`src/rtl/led_seq_ctrl.sv`:
```
`default_nettype none
// ============================================================================
// Module      : led_seq_ctrl
// Description : Pattern sequencer for an 8-LED bank. Holds an IDLE/RUN/PAUSE
//               state, divides clk into a step tick and advances one of four
//               animations (binary count, rotate, bounce, blink) per tick.
// Ports       : clk      - system clock, rising edge
//               rstn     - asynchronous active-low reset
//               start    - start from IDLE or resume from PAUSE (level)
//               stop     - pause from RUN, or return to IDLE from PAUSE;
//                          wins over start
//               mode     - animation select (latched on IDLE->RUN)
//               pattern  - user pattern for blink mode (latched on IDLE->RUN)
//               leds     - registered LED drive, bit 0 = D2 .. bit 7 = D9
//               busy     - high in RUN or PAUSE
//               step     - one-cycle pulse with each tick-driven leds update
// Revision    : 1.0 - initial release
// ============================================================================
module led_seq_ctrl #(
    parameter int DIV = 3_000_000
) (
    input  logic       clk,
    input  logic       rstn,
    input  logic       start,
    input  logic       stop,
    input  logic [1:0] mode,
    input  logic [7:0] pattern,
    output logic [7:0] leds,
    output logic       busy,
    output logic       step
);

    localparam int              c_CW   = (DIV > 1) ? $clog2(DIV) : 1;
    localparam logic [c_CW-1:0] c_LAST = c_CW'(DIV - 1);

    localparam logic [1:0] c_MODE_COUNT  = 2'b00;
    localparam logic [1:0] c_MODE_ROTATE = 2'b01;
    localparam logic [1:0] c_MODE_BOUNCE = 2'b10;

    // r_dir encoding: 0 = shifting left, 1 = shifting right
    localparam logic c_DIR_LEFT  = 1'b0;
    localparam logic c_DIR_RIGHT = 1'b1;

    typedef enum logic [1:0] {
        S_IDLE  = 2'd0,
        S_RUN   = 2'd1,
        S_PAUSE = 2'd2
    } state_t;

    state_t          r_state,   w_state_nxt;
    logic [7:0]      r_leds,    w_leds_nxt;
    logic            r_step,    w_step_nxt;
    logic [c_CW-1:0] r_cnt,     w_cnt_nxt;
    logic            r_dir,     w_dir_nxt;
    logic [1:0]      r_mode,    w_mode_nxt;
    logic [7:0]      r_pattern, w_pattern_nxt;

    // First frame shown when a run is launched from IDLE.
    function automatic logic [7:0] f_init(input logic [1:0] m, input logic [7:0] p);
        case (m)
            c_MODE_COUNT:  f_init = 8'h00;
            c_MODE_ROTATE: f_init = 8'h01;
            c_MODE_BOUNCE: f_init = 8'h01;
            default:       f_init = p;
        endcase
    endfunction

    always_ff @(posedge clk or negedge rstn) begin
        if (!rstn) begin
            r_state   <= S_IDLE;
            r_leds    <= 8'h00;
            r_step    <= 1'b0;
            r_cnt     <= '0;
            r_dir     <= c_DIR_LEFT;
            r_mode    <= 2'b00;
            r_pattern <= 8'h00;
        end else begin
            r_state   <= w_state_nxt;
            r_leds    <= w_leds_nxt;
            r_step    <= w_step_nxt;
            r_cnt     <= w_cnt_nxt;
            r_dir     <= w_dir_nxt;
            r_mode    <= w_mode_nxt;
            r_pattern <= w_pattern_nxt;
        end
    end

    always_comb begin
        w_state_nxt   = r_state;
        w_leds_nxt    = r_leds;
        w_step_nxt    = 1'b0;
        w_cnt_nxt     = r_cnt;
        w_dir_nxt     = r_dir;
        w_mode_nxt    = r_mode;
        w_pattern_nxt = r_pattern;

        case (r_state)
            S_IDLE: begin
                if (start && !stop) begin
                    w_state_nxt   = S_RUN;
                    w_mode_nxt    = mode;
                    w_pattern_nxt = pattern;
                    w_cnt_nxt     = '0;
                    w_dir_nxt     = c_DIR_LEFT;
                    w_leds_nxt    = f_init(mode, pattern);
                end
            end

            S_RUN: begin
                if (stop) begin
                    // Freeze everything; a stop on a tick edge leaves the
                    // prescaler at its last value so the tick fires on resume.
                    w_state_nxt = S_PAUSE;
                end else if (r_cnt == c_LAST) begin
                    w_cnt_nxt  = '0;
                    w_step_nxt = 1'b1;
                    case (r_mode)
                        c_MODE_COUNT:  w_leds_nxt = r_leds + 8'h01;
                        c_MODE_ROTATE: w_leds_nxt = {r_leds[6:0], r_leds[7]};
                        c_MODE_BOUNCE: begin
                            // Direction flips on arriving at an end so each
                            // end value is shown only once per pass.
                            if (r_dir == c_DIR_LEFT) begin
                                w_leds_nxt = {r_leds[6:0], 1'b0};
                                if (w_leds_nxt == 8'h80) w_dir_nxt = c_DIR_RIGHT;
                            end else begin
                                w_leds_nxt = {1'b0, r_leds[7:1]};
                                if (w_leds_nxt == 8'h01) w_dir_nxt = c_DIR_LEFT;
                            end
                        end
                        default:       w_leds_nxt = ~r_leds;
                    endcase
                end else begin
                    w_cnt_nxt = r_cnt + 1'b1;
                end
            end

            S_PAUSE: begin
                if (stop) begin
                    w_state_nxt = S_IDLE;
                    w_leds_nxt  = 8'h00;
                end else if (start) begin
                    w_state_nxt = S_RUN;
                end
            end

            default: begin
                w_state_nxt = S_IDLE;
                w_leds_nxt  = 8'h00;
            end
        endcase
    end

    assign leds = r_leds;
    assign step = r_step;
    assign busy = (r_state != S_IDLE);

endmodule
`default_nettype wire

```
`config.mk`:
```
export PLATFORM = sky130hd
export DESIGN_NAME = led_seq_ctrl
export DESIGN_NICKNAME = d
export VERILOG_FILES = /design/src/rtl/led_seq_ctrl.sv
export SDC_FILE = /design/constraint.sdc
export NUM_CORES = 1
export LEC_CHECK = 0
export BUFFER_PORTS_ARGS = -buffer_cell sky130_fd_sc_hd__buf_4
export CORE_MARGIN = 4
export CORE_UTILIZATION = 45
export CTS_CLUSTER_SIZE = 24
export DETAILED_ROUTE_END_ITERATION = 8
export PLACE_DENSITY = 0.71
export SLEW_MARGIN = 40
export SYNTH_ARGS = -nofsm -noshare
export SYNTH_HDL_FRONTEND = slang
export SYNTH_SLANG_ARGS = --single-unit
export TNS_END_PERCENT = 20
```
`constraint.sdc`:
```
create_clock -name clk -period 1.9 [get_ports clk]
set_input_delay 0 -clock clk [delete_from_list [all_inputs] [get_ports clk]]
set_output_delay 0 -clock clk [all_outputs]
set_load 0.02 [all_outputs]
```
**Yosys cells after proc, flatten, opt, wreduce, memory -nomap -nowiden**

Index checks and enable logic that the tools add are counted.

- Register bits: 36
- Output and inout bits: 10
- Word-level logic and storage cells: 66

- Add/subtract/negate cells: 2
- Equal/unequal tests: 16
- Multiplexer cells: 28
- Bitwise operators: 1
- Reductions and logical operators: 13

Operator list:

| cell | number |
|---|---|
| 22-bit 2-to-1 mux | 3 |
| 8-bit one-hot mux with 3 select lines | 2 |
| 22-bit one-hot mux with 2 select lines | 1 |
| 8-bit 2-to-1 mux | 5 |
| 22-bit by 1-bit adder with 22-bit output (second input constant) | 1 |
| 22-bit equality test (second input constant) | 1 |
| 8-bit one-hot mux with 2 select lines | 1 |
| 1-bit 2-to-1 mux | 10 |
| 2-bit != test (second input constant) | 5 |
| 8-bit by 1-bit adder with 8-bit output (second input constant) | 1 |
| 2-bit 2-to-1 mux | 4 |
| 8-bit NOT | 1 |
| 7-bit by 1-bit equality test with 1-bit output (second input constant) | 1 |
| 7-bit equality test (second input constant) | 1 |
| 2-bit by 1-bit equality test with 1-bit output (second input constant) | 3 |
| 2-bit equality test (second input constant) | 3 |
| 2-bit logical NOT | 3 |
| 2-bit one-hot mux with 3 select lines | 1 |
| 3-bit AND reduction | 2 |
| 5-bit AND reduction | 1 |
| 4-bit AND reduction | 1 |
| 2-bit nonzero test | 2 |
| 3-bit != test (second input constant) | 1 |
| 2-bit by 1-bit != test with 1-bit output (second input constant) | 1 |
| other kinds (5) | 5 |

**Logic depth before layout (Yosys ltp)**

Gate-level depths: netlist of the first run.

- Word-level depth: 7
- Depth in mapped cells: 7

**Worst setup path after synthesis of the first run**

Ideal clock, no wire load.

- Path type: register -> register
- Start: reg r_cnt[0]
- End: reg r_leds[2] (netlist: leds[2])
- Library setup time: 0.125 ns
- Arrival time: 1.840 ns
- Required time: 1.775 ns
- Slack: -0.064 ns
- Stages on the path, launching flop included: 8
- Clock period less this slack: 1.964 ns
- Cell sequence: dfrtp_1 -> ha_1 -> and3_1 -> and2_1 -> a21o_1 -> buf_2 -> nand2_1 -> mux2_2

- Longest elaborated chain between the ends: 3

RTL lines:

| item | line | source |
|---|---|---|
| start, declared | 53 | `logic [c_CW-1:0] r_cnt, w_cnt_nxt;` |
| start signal, assigned | 81 | `r_cnt <= w_cnt_nxt;` |
| 22-bit equality test | 114 | `end else if (r_cnt == c_LAST) begin` |
| 2-bit != test (no line) | -- |  |
| 4-bit AND reduction (no line) | -- |  |
| end signal, assigned | 79 | `r_leds <= w_leds_nxt;` |
| end, declared | 51 | `logic [7:0] r_leds, w_leds_nxt;` |

No other way between the ends.
A chain may end at the register's enable or synchronous reset.

**Final worst setup path of the first run**

- Start: reg r_cnt[0]
- End: reg r_cnt[8]

- Longest elaborated chain between the ends: 4
- Elaborated cells between the ends (all ways): 5
- Those cells by class: add/sub: 1; eq/ne: 1; mux: 3

RTL lines:

| item | line | source |
|---|---|---|
| 22-bit by 1-bit adder with 22-bit output / 22-bit equality test (equally long branches) | 134, 114 |  |
| 22-bit 2-to-1 mux (*) | 114 |  |
| 22-bit 2-to-1 mux (*) | 110 | `if (stop) begin` |
| 22-bit one-hot mux with 2 select lines (*) | 97 | `case (r_state)` |

Mark *: on every way between the ends. The rest lies on a longest branch, timed or not. The select of a mux whose other input is x is not followed.

==> run metrics, run 1 <==
Std-Cell Rows=26; CTS Buffer Depth=2; core box area=5172 sq um; post-layout util=0.5897; Worst Path Arrival=2.03 ns; DR DRC count=0; period utilization=0.9660; setup TNS=0 ns; Worst setup SP type=register; GR Util All Layers=0.2069; die area=6664 sq um; Routed WL per cell=15.86 um; top cells by count, synth=dfrtp_1, nand2_1, nor2_1; drt initial violations=99; GRT Residual Overflow=0; post-synthesis register bit count=36; Die X-Extent=81.64 um; final hold vios=0; vias in the first global route=2,219; Port Buf Inserts=23; Relative slew margins=0.6879; fmax=544.8 MHz; worst-path fanout max=5; H-tree levels=2; syn_area_per_cell=8.472 sq um; initial antenna violation count=0; fin. max-slew vios=0; final instance area=3050 sq um; Synth Flop Type=dfrtp_1; Reg clk slew, reported paths=0.07 ns; clock root buffer=clkbuf_8; Setup crit end kind=register; share of layout cells above drive strength 1=0.2619; worst setup margin=0.06461 ns; Synth top area share=0.3692; Power per Cell Area=812.1 nW/um^2; post-synth net total=306; CTS Buf Count=5; ANT nets after route=0; Final Setup Violations=0; outcome=finished, final reports clean; Fin Hold WS=0.02647 ns; Worst Tran Pin Value=0.4682 ns; clk_skew=0.004833 ns; Post-Synthesis Cell Area=2440 sq um; post-synthesis sequential area ratio=0.3692; DRT Pass-1 Iters=4; largest net degree at the start of global routing=37; Place WS=0.01246 ns; HPWL Detailed=4690 um; maximum VDD drop=0.4617 mV; cells after synthesis=288; num ports=24; Lkg Pwr=1.331 nW; total wire length=6441 um; clock sink total=36; minimum clock period=1.835 ns; Max-Cap Viols=0; HP Class=input pin to register; top-count cell post-synth=dfrtp_1; Placed Area=2846 sq um; RSZ-0062 raised after global routing=no; number of diodes=0; final net count=353; Syn-to-layout area delta=25.03%; Die Y=81.64 um; Worst Path Required=2.09 ns; Distinct cells, synth=50; Setup CP Type=register to register; post-synth top area cell=dfrtp_1; global-route wire length before repair=10,540 um; detailed-route via count=2,325; FFs w/ async S/R, synth=1.000; initial core utilization=0.4717; CTS tree=yes; EDFF count, synth=0; Syn. warnings=0; via/cell ratio=5.727; Final Wtd Congestion=0.9083; clk_lat worst skew=0.28 ns; largest cells by area after synthesis=dfrtp_1, o21ai_0, nand2_1, nor2_1, xnor2_1
sequential cells by signal (all words and copies together), names as in the netlist:
name / cells
r_cnt: 22
leds: 8
r_mode: 2
r_state: 2
r_dir: 1
step: 1
path summary, 6_finish.rpt:
path | from | to | cells after the start | slack [ns]
max | r_cnt[0] | r_cnt[8] | 6 | 0.06
min | pattern[1] | leds[1] | 3 | 0.03
max reg2reg | r_cnt[0] | r_cnt[8] | 6 | 0.06
min reg2reg | r_cnt[1] | r_cnt[1] | 2 | 0.51
max in group asynchronous | rstn | leds[5] | 2 | 1.36
min in group asynchronous | rstn | r_cnt[3] | 2 | 0.21
worst max-delay path: stages, from the launching register on:
cell and delay [ns]:
dfrtp_1 0.40, ha_1 0.22, and3_1 0.19, and2_4 0.16, a21o_4 0.23, or4_1 0.45
o21ai_0 0.09
repair_timing:
item / 4_1_cts / 5_1_grt
hold buffers: 4 / 0
resized for setup: 2 / 11
endpoints found under the hold margin: 41 / 0
endpoints found under the setup margin: 6 / 16
setup buffers: 0 / 0
pin swaps: 0 / 2
cell families (layout without fill, tap and decap cells):
logic type,count (synthesis),count (layout),synth area share
XOR/XNOR,14,14,0.05026
multiplexers,11,11,0.05743
AO/OA/AOI/OAI,68,68,0.1769
adder cells (fa/ha/maj),4,4,0.02051
AND/OR/NAND/NOR,127,127,0.2754
flip-flops,36,36,0.3692
buffers and inverters,28,76,0.05025
metrics by stage:
step	power [mW]	std cells
2_1_floorplan	1.476	288
3_3_place_gp	1.804	394
3_5_place_dp	1.812	394
4_1_cts	2.491	406
5_1_grt	2.638	406
6_report	2.477	406
cell type report:
| type | instances | area (sq um) |
|---|---|---|
| Fill cell | 465 | 2122 |
| Multi-Input combinational cell | 224 | 1475 |
| Sequential cell | 36 | 900.9 |
| Timing Repair Buffer | 57 | 437.9 |
| Tap cell | 70 | 87.58 |
| Clock buffer | 6 | 72.57 |
| Inverter | 11 | 41.29 |
| Clock inverter | 2 | 35.03 |
cell usage in the layout (no fill, tap or decap), drive strengths merged, types with 4 or more instances in the layout:
| cell | Yosys | final |
|---|---|---|
| dlygate4sd3 | 0 | 4 |
| or3 | 4 | 4 |
| and3 | 8 | 8 |
| mux2i | 5 | 5 |
| clkbuf | 12 | 6 |
| nand2b | 4 | 4 |
| inv | 11 | 11 |
| nor3 | 10 | 10 |
| ha | 4 | 4 |
| nand3 | 16 | 16 |
| nand2 | 26 | 26 |
| a31oi | 4 | 4 |
| a21oi | 13 | 13 |
| nor4 | 6 | 6 |
| dfrtp | 36 | 36 |
| nor2 | 29 | 29 |
| nand4 | 4 | 4 |
| o21ai | 24 | 24 |
| mux2 | 4 | 4 |
| or2 | 4 | 4 |
| buf | 5 | 53 |
| nor2b | 7 | 7 |
| xnor2 | 11 | 11 |
metal layers:
layer / vias to the layer above / wire length (um) / global-route usage
met5: - / 0 / 0
met4: 0 / 116 / 0.09136
met3: 12 / 302 / 0.04276
met2: 57 / 3025 / 0.3241
met1: 1122 / 2996 / 0.2759
li1: 1134 / - / -
power breakdown:
part           total (mW)  switching, mW  internal (mW)
sequential          0.952          0.117          0.834
combinational       0.871          0.454          0.417
clock               0.655          0.265          0.389
Power figures use the tool's default switching activity.
==> run 2: changes to the inputs <==
--- a/config.mk
+++ b/config.mk
@@ -8,9 +8,10 @@
 export BUFFER_PORTS_ARGS = -buffer_cell sky130_fd_sc_hd__buf_4
 export CORE_MARGIN = 4
 export CORE_UTILIZATION = 45
+export CTS_BUF_LIST = sky130_fd_sc_hd__clkbuf_8 sky130_fd_sc_hd__clkbuf_16
 export CTS_CLUSTER_SIZE = 24
 export DETAILED_ROUTE_END_ITERATION = 8
-export PLACE_DENSITY = 0.71
+export PLACE_DENSITY = 0.67
 export SLEW_MARGIN = 40
 export SYNTH_ARGS = -nofsm -noshare
 export SYNTH_HDL_FRONTEND = slang
==> run 2 against run 1 <==
Net effect:
- first-iteration DRC count increased by 62%
- utilization decreased by 0.65 points
- total power increased by 1.2%
- final cell count unchanged
- hold slack got worse by 0.019 ns
- clock skew increased by 0.0040 ns
- sequential share of layout area increased by 0.37 points
==> run metrics, run 2 (synthesis gave the netlist of run 1 again) <==
outcome=finished, final reports clean; share of layout cells above drive strength 1=0.2440; capture point of the worst path=r_cnt[14]; initial antenna violation count=0; RR Startpoint=r_cnt[9]; DR DRC count=0; HPWL Detailed=4754 um; num ports=24; clk_skew=0.008834 ns; core box area=5172 sq um; Max-Cap Viols=0; Reg-to-Reg End=r_cnt[8]; clock network power share=0.268; Layout fillers=464; Setup crit end kind=register; maximum VDD drop=0.5548 mV; largest net degree at the start of global routing=37; DRT Pass-1 Iters=5; Sw Pwr=0.8668 mW; fmax=542.0 MHz; depth of the worst register-to-register path=5; Fin Hold WS=0.007431 ns; commonest cells after routing, fill and taps aside=buf_4, dfrtp_1, nor2_1, nand2_1, o21ai_0; Final Wtd Congestion=0.8975; HP Class=input pin to register; final instance area=3017 sq um; overall power=2.507 mW; Crit path largest cell delay=0.53 ns; clock root buffer=clkbuf_8; final hold vios=0; total wire length=6411 um; CP max stage cell=dlygate4sd3_1; period utilization=0.9710; vias in the first global route=2,123; Reg clk slew, reported paths=0.08 ns; clk_lat worst skew=0.29 ns; CTS Buffer Depth=2; Relative slew margins=0.6957; initial core utilization=0.4717; GRT Residual Overflow=0; Reg with most FFs=r_cnt; R2R Setup Slk=0.08 ns; fin. max-slew vios=0; CTS tree=yes; CTS Buf Count=5; Lkg Pwr=1.318 nW; Worst Path Required=2.09 ns; Port Buf Inserts=23; Die Y=81.64 um; Die X-Extent=81.64 um; Worst Tran Pin Value=0.4565 ns; RSZ-0062 raised after global routing=yes; final net count=353; Place WS=-0.05020 ns; Routed WL per cell=15.79 um; Sw Ratio=0.3457; Syn-to-layout area delta=23.64%; detailed-route via count=2,298; GR Util All Layers=0.2074; H-tree levels=2; ANT nets after route=0; Power per Cell Area=831.2 nW/um^2; number of flip-flops in the largest register=22; worst setup margin=0.05508 ns; minimum clock period=1.845 ns; launch point of the worst path=stop; cell internal pwr=1.641 mW; Setup CP Type=input pin to register; CP Cell Sequence=dlygate4sd3_1, buf_4, or2_1, or3_1, nor4_2, xnor2_1, nor2_2; Std-Cell Rows=26; clock sink total=36; Worst setup SP type=input pin; global-route wire length before repair=10,560 um; Final Setup Violations=0; via/cell ratio=5.660; Placed Area=2846 sq um; commonest non-fill, non-tap cell in the layout=buf_4; die area=6664 sq um; worst-path fanout max=8; Logic pwr share=0.345; number of diodes=0; drt initial violations=160; sequential power share=0.387; Worst Path Arrival=2.03 ns
-- run 2: what timing repair did --
action                     4_1_cts  5_1_grt
hold endpoints to repair        41        0
buffers inserted                 0        0
hold buffers                     4        0
gates resized for setup          2        3
setup endpoints to repair        9       11
-- run 2: worst min path at each step --
| stage | from | endpoint | slack, ns | cells past startpoint |
|---|---|---|---|---|
| 3_3_place_gp | rstn | r_state[0] | -0.02 | 1 |
| 5_1_grt | pattern[5] | leds[5] | 0.04 | 3 |
| 4_1_cts | pattern[5] | leds[5] | 0.004 | 3 |
| 6_report | pattern[5] | leds[5] | 0.007 | 3 |
| 2_1_floorplan | rstn | leds[0] | -0.30 | 0 |
| 3_5_place_dp | rstn | r_state[0] | -0.02 | 1 |
-- run 2: worst max-delay path, delay by kind of cell --
kind                      cells  cell delay (ns)
xor gates and xnor gates      1             0.17
and+or+nand+nor               4             1.17
buffers and inverters         2             0.69
-- run 2: metrics by stage --
stage           TNS, ns    util  instances
5_1_grt        -0.02233  0.5832        406
3_5_place_dp    -0.1933  0.5503        394
3_3_place_gp          0  0.5503        394
4_1_cts               0  0.5810        406
6_report              0  0.5832        406
2_1_floorplan         0       -        288
-- run 2: power groups by stage --
| stage | logic (mW) | registers, mW | clock network [mW] |
|---|---|---|---|
| detailed placement | 0.847 | 0.981 | 0 |
| finish | 0.866 | 0.970 | 0.671 |
| floorplan | 0.515 | 0.961 | 0 |
| global route | 0.948 | 0.983 | 0.729 |
| CTS | 0.859 | 0.965 | 0.688 |
| global placement | 0.837 | 0.979 | 0 |
-- run 2: area by class of cell --
| type | instances | area [sq um] | share of cell area |
|---|---|---|---|
| clock inverter | 3 | 42.54 | 0.01410 |
| tap | 70 | 87.58 | 0.02903 |
| clock buffer | 5 | 68.82 | 0.02281 |
| inverter | 11 | 41.29 | 0.01369 |
| multi-input combinational | 224 | 1436 | 0.4762 |
| sequential | 36 | 902.1 | 0.2990 |
| timing repair buffer | 57 | 437.9 | 0.1452 |
-- run 2: routing by layer --
metal	global-route usage	routed length, um	vias to the layer above
li1	-	-	1135
met4	0.06146	59	0
met5	0	0	-
met3	0.03509	218	6
met1	0.3032	3259	1111
met2	0.3143	2874	46
==> run 3: changes to the inputs <==
--- a/config.mk
+++ b/config.mk
@@ -6,6 +6,7 @@
 export NUM_CORES = 1
 export LEC_CHECK = 0
 export BUFFER_PORTS_ARGS = -buffer_cell sky130_fd_sc_hd__buf_4
+export CORE_ASPECT_RATIO = 1.2
 export CORE_MARGIN = 4
 export CORE_UTILIZATION = 45
 export CTS_BUF_LIST = sky130_fd_sc_hd__clkbuf_8 sky130_fd_sc_hd__clkbuf_16
==> run 3 against run 2 <==
Net effect:
- utilization fell by 0.32 points
- fmax down 0.35%
- non-clock buffer count is 4 higher
- flip-flop and latch count is the same
- global-route usage shrank 0.096 points
- wire length shrank 0.45%
- critical path depth decreased by 1
- die area about the same
==> run metrics, run 3 (synthesis gave the netlist of run 1 again) <==
Worst Tran Pin Value=0.4501 ns; Die Y=88.66 um; Port Buf Inserts=23; Place WS=-0.0007897 ns; commonest non-fill, non-tap cell in the layout=buf_4; maximum VDD drop=0.4452 mV; final net count=357; global-route track usage on met3=0.04091; fin. max-slew vios=0; GRT met1 Usage=0.2650; final hold vios=0; Worst Path Arrival=2.00 ns; die area=6669 sq um; H-tree levels=2; ANT nets after route=0; global route hottest layer=met2; commonest cells after routing, fill and taps aside=buf_4, dfrtp_1, nor2_1, nand2_1, o21ai_0; Worst Path Required=2.05 ns; Relative slew margins=0.6999; num ports=24; Die X-Extent=75.22 um; Power per Cell Area=784.7 nW/um^2; drt initial violations=187; Fin Hold WS=0.02230 ns; Final Setup Violations=0; share of layout cells above drive strength 1=0.2618; CTS Buffer Depth=2; HP Class=input pin to register; clock sink total=36; R2R Setup Slk=0.05 ns; total wire length=6382 um; core box area=5261 sq um; minimum clock period=1.851 ns; clk_lat worst skew=0.29 ns; clk_skew=0.007330 ns; CTS tree=yes; GR Util met2=0.3463; worst-path fanout max=4; DR DRC count=0; Worst setup SP type=register; period utilization=0.9744; Reg with most FFs=r_cnt; vias in the first global route=2,277; GR Util All Layers=0.2065; detailed-route via count=2,341; Placed Area=2872 sq um; GRT Residual Overflow=0; worst setup margin=0.04864 ns; fmax=540.1 MHz; number of flip-flops in the largest register=22; Final Wtd Congestion=0.8734; DRT Pass-1 Iters=4; overall power=2.395 mW; initial antenna violation count=0; global-route wire length before repair=10,630 um; HPWL Detailed=4658 um; number of diodes=0; Routed WL per cell=15.88 um; Syn-to-layout area delta=25.08%; Max-Cap Viols=0; via/cell ratio=5.823; outcome=finished, final reports clean; initial core utilization=0.4637; final instance area=3052 sq um; Setup crit end kind=register; clock root buffer=clkbuf_8; Reg clk slew, reported paths=0.08 ns; Setup CP Type=register to register; CTS Buf Count=5; Lkg Pwr=1.346 nW; largest net degree at the start of global routing=37; post-layout util=0.5800; Std-Cell Rows=29
[run 3: cell type report]
type	instances	area, sq um
Tap cell	62	77.57
Timing Repair Buffer	61	480.5
Clock inverter	2	10.01
Sequential cell	36	900.9
Fill cell	470	2210
Clock buffer	6	82.58
Multi-Input combinational cell	224	1459
Inverter	11	41.29
[run 3: worst paths after layout]
check,cells past startpoint,startpoint,endpoint
setup / recovery,6,r_cnt[8],leds[3]
hold / removal,3,pattern[5],leds[5]
setup reg to reg,6,r_cnt[8],leds[3]
hold reg to reg,2,r_cnt[1],r_cnt[1]
max in group asynchronous,2,rstn,leds[3]
min in group asynchronous,2,rstn,r_cnt[2]
[run 3: timing repair]
action,4_1_cts,5_1_grt
resized for setup,1,10
pin swaps,1,1
hold buffers,4,0
buffers inserted,1,0
hold endpoints to repair,40,0
endpoints found under the setup margin,5,25
[run 3: report_power, final]
group,total [mW],internal [mW],switching [mW],leakage [nW]
logic,0.859,0.423,0.436,0.806
registers,0.976,0.834,0.143,0.489
clock network,0.559,0.289,0.270,0.0510
[run 3: worst max-delay path: stages, from the launching register on]
cell,delay (ns)
dfrtp_1,0.42
nor4b_2,0.29
and4b_1,0.34
buf_4,0.15
nand2_1,0.11
o21ai_0,0.26
a32oi_1,0.14
[run 3: stage by stage]
step | std cells | TNS (ns)
3_3_place_gp | 389 | 0
4_1_cts | 402 | 0
3_5_place_dp | 389 | -0.0007897
5_1_grt | 402 | -0.05958
2_1_floorplan | 288 | 0
6_report | 402 | 0
[run 3: metal layers]
metal / vias to the layer above / wire (um)
met5: - / 0
met4: 0 / 147
met3: 13 / 396
met2: 77 / 3098
met1: 1117 / 2740
li1: 1134 / -
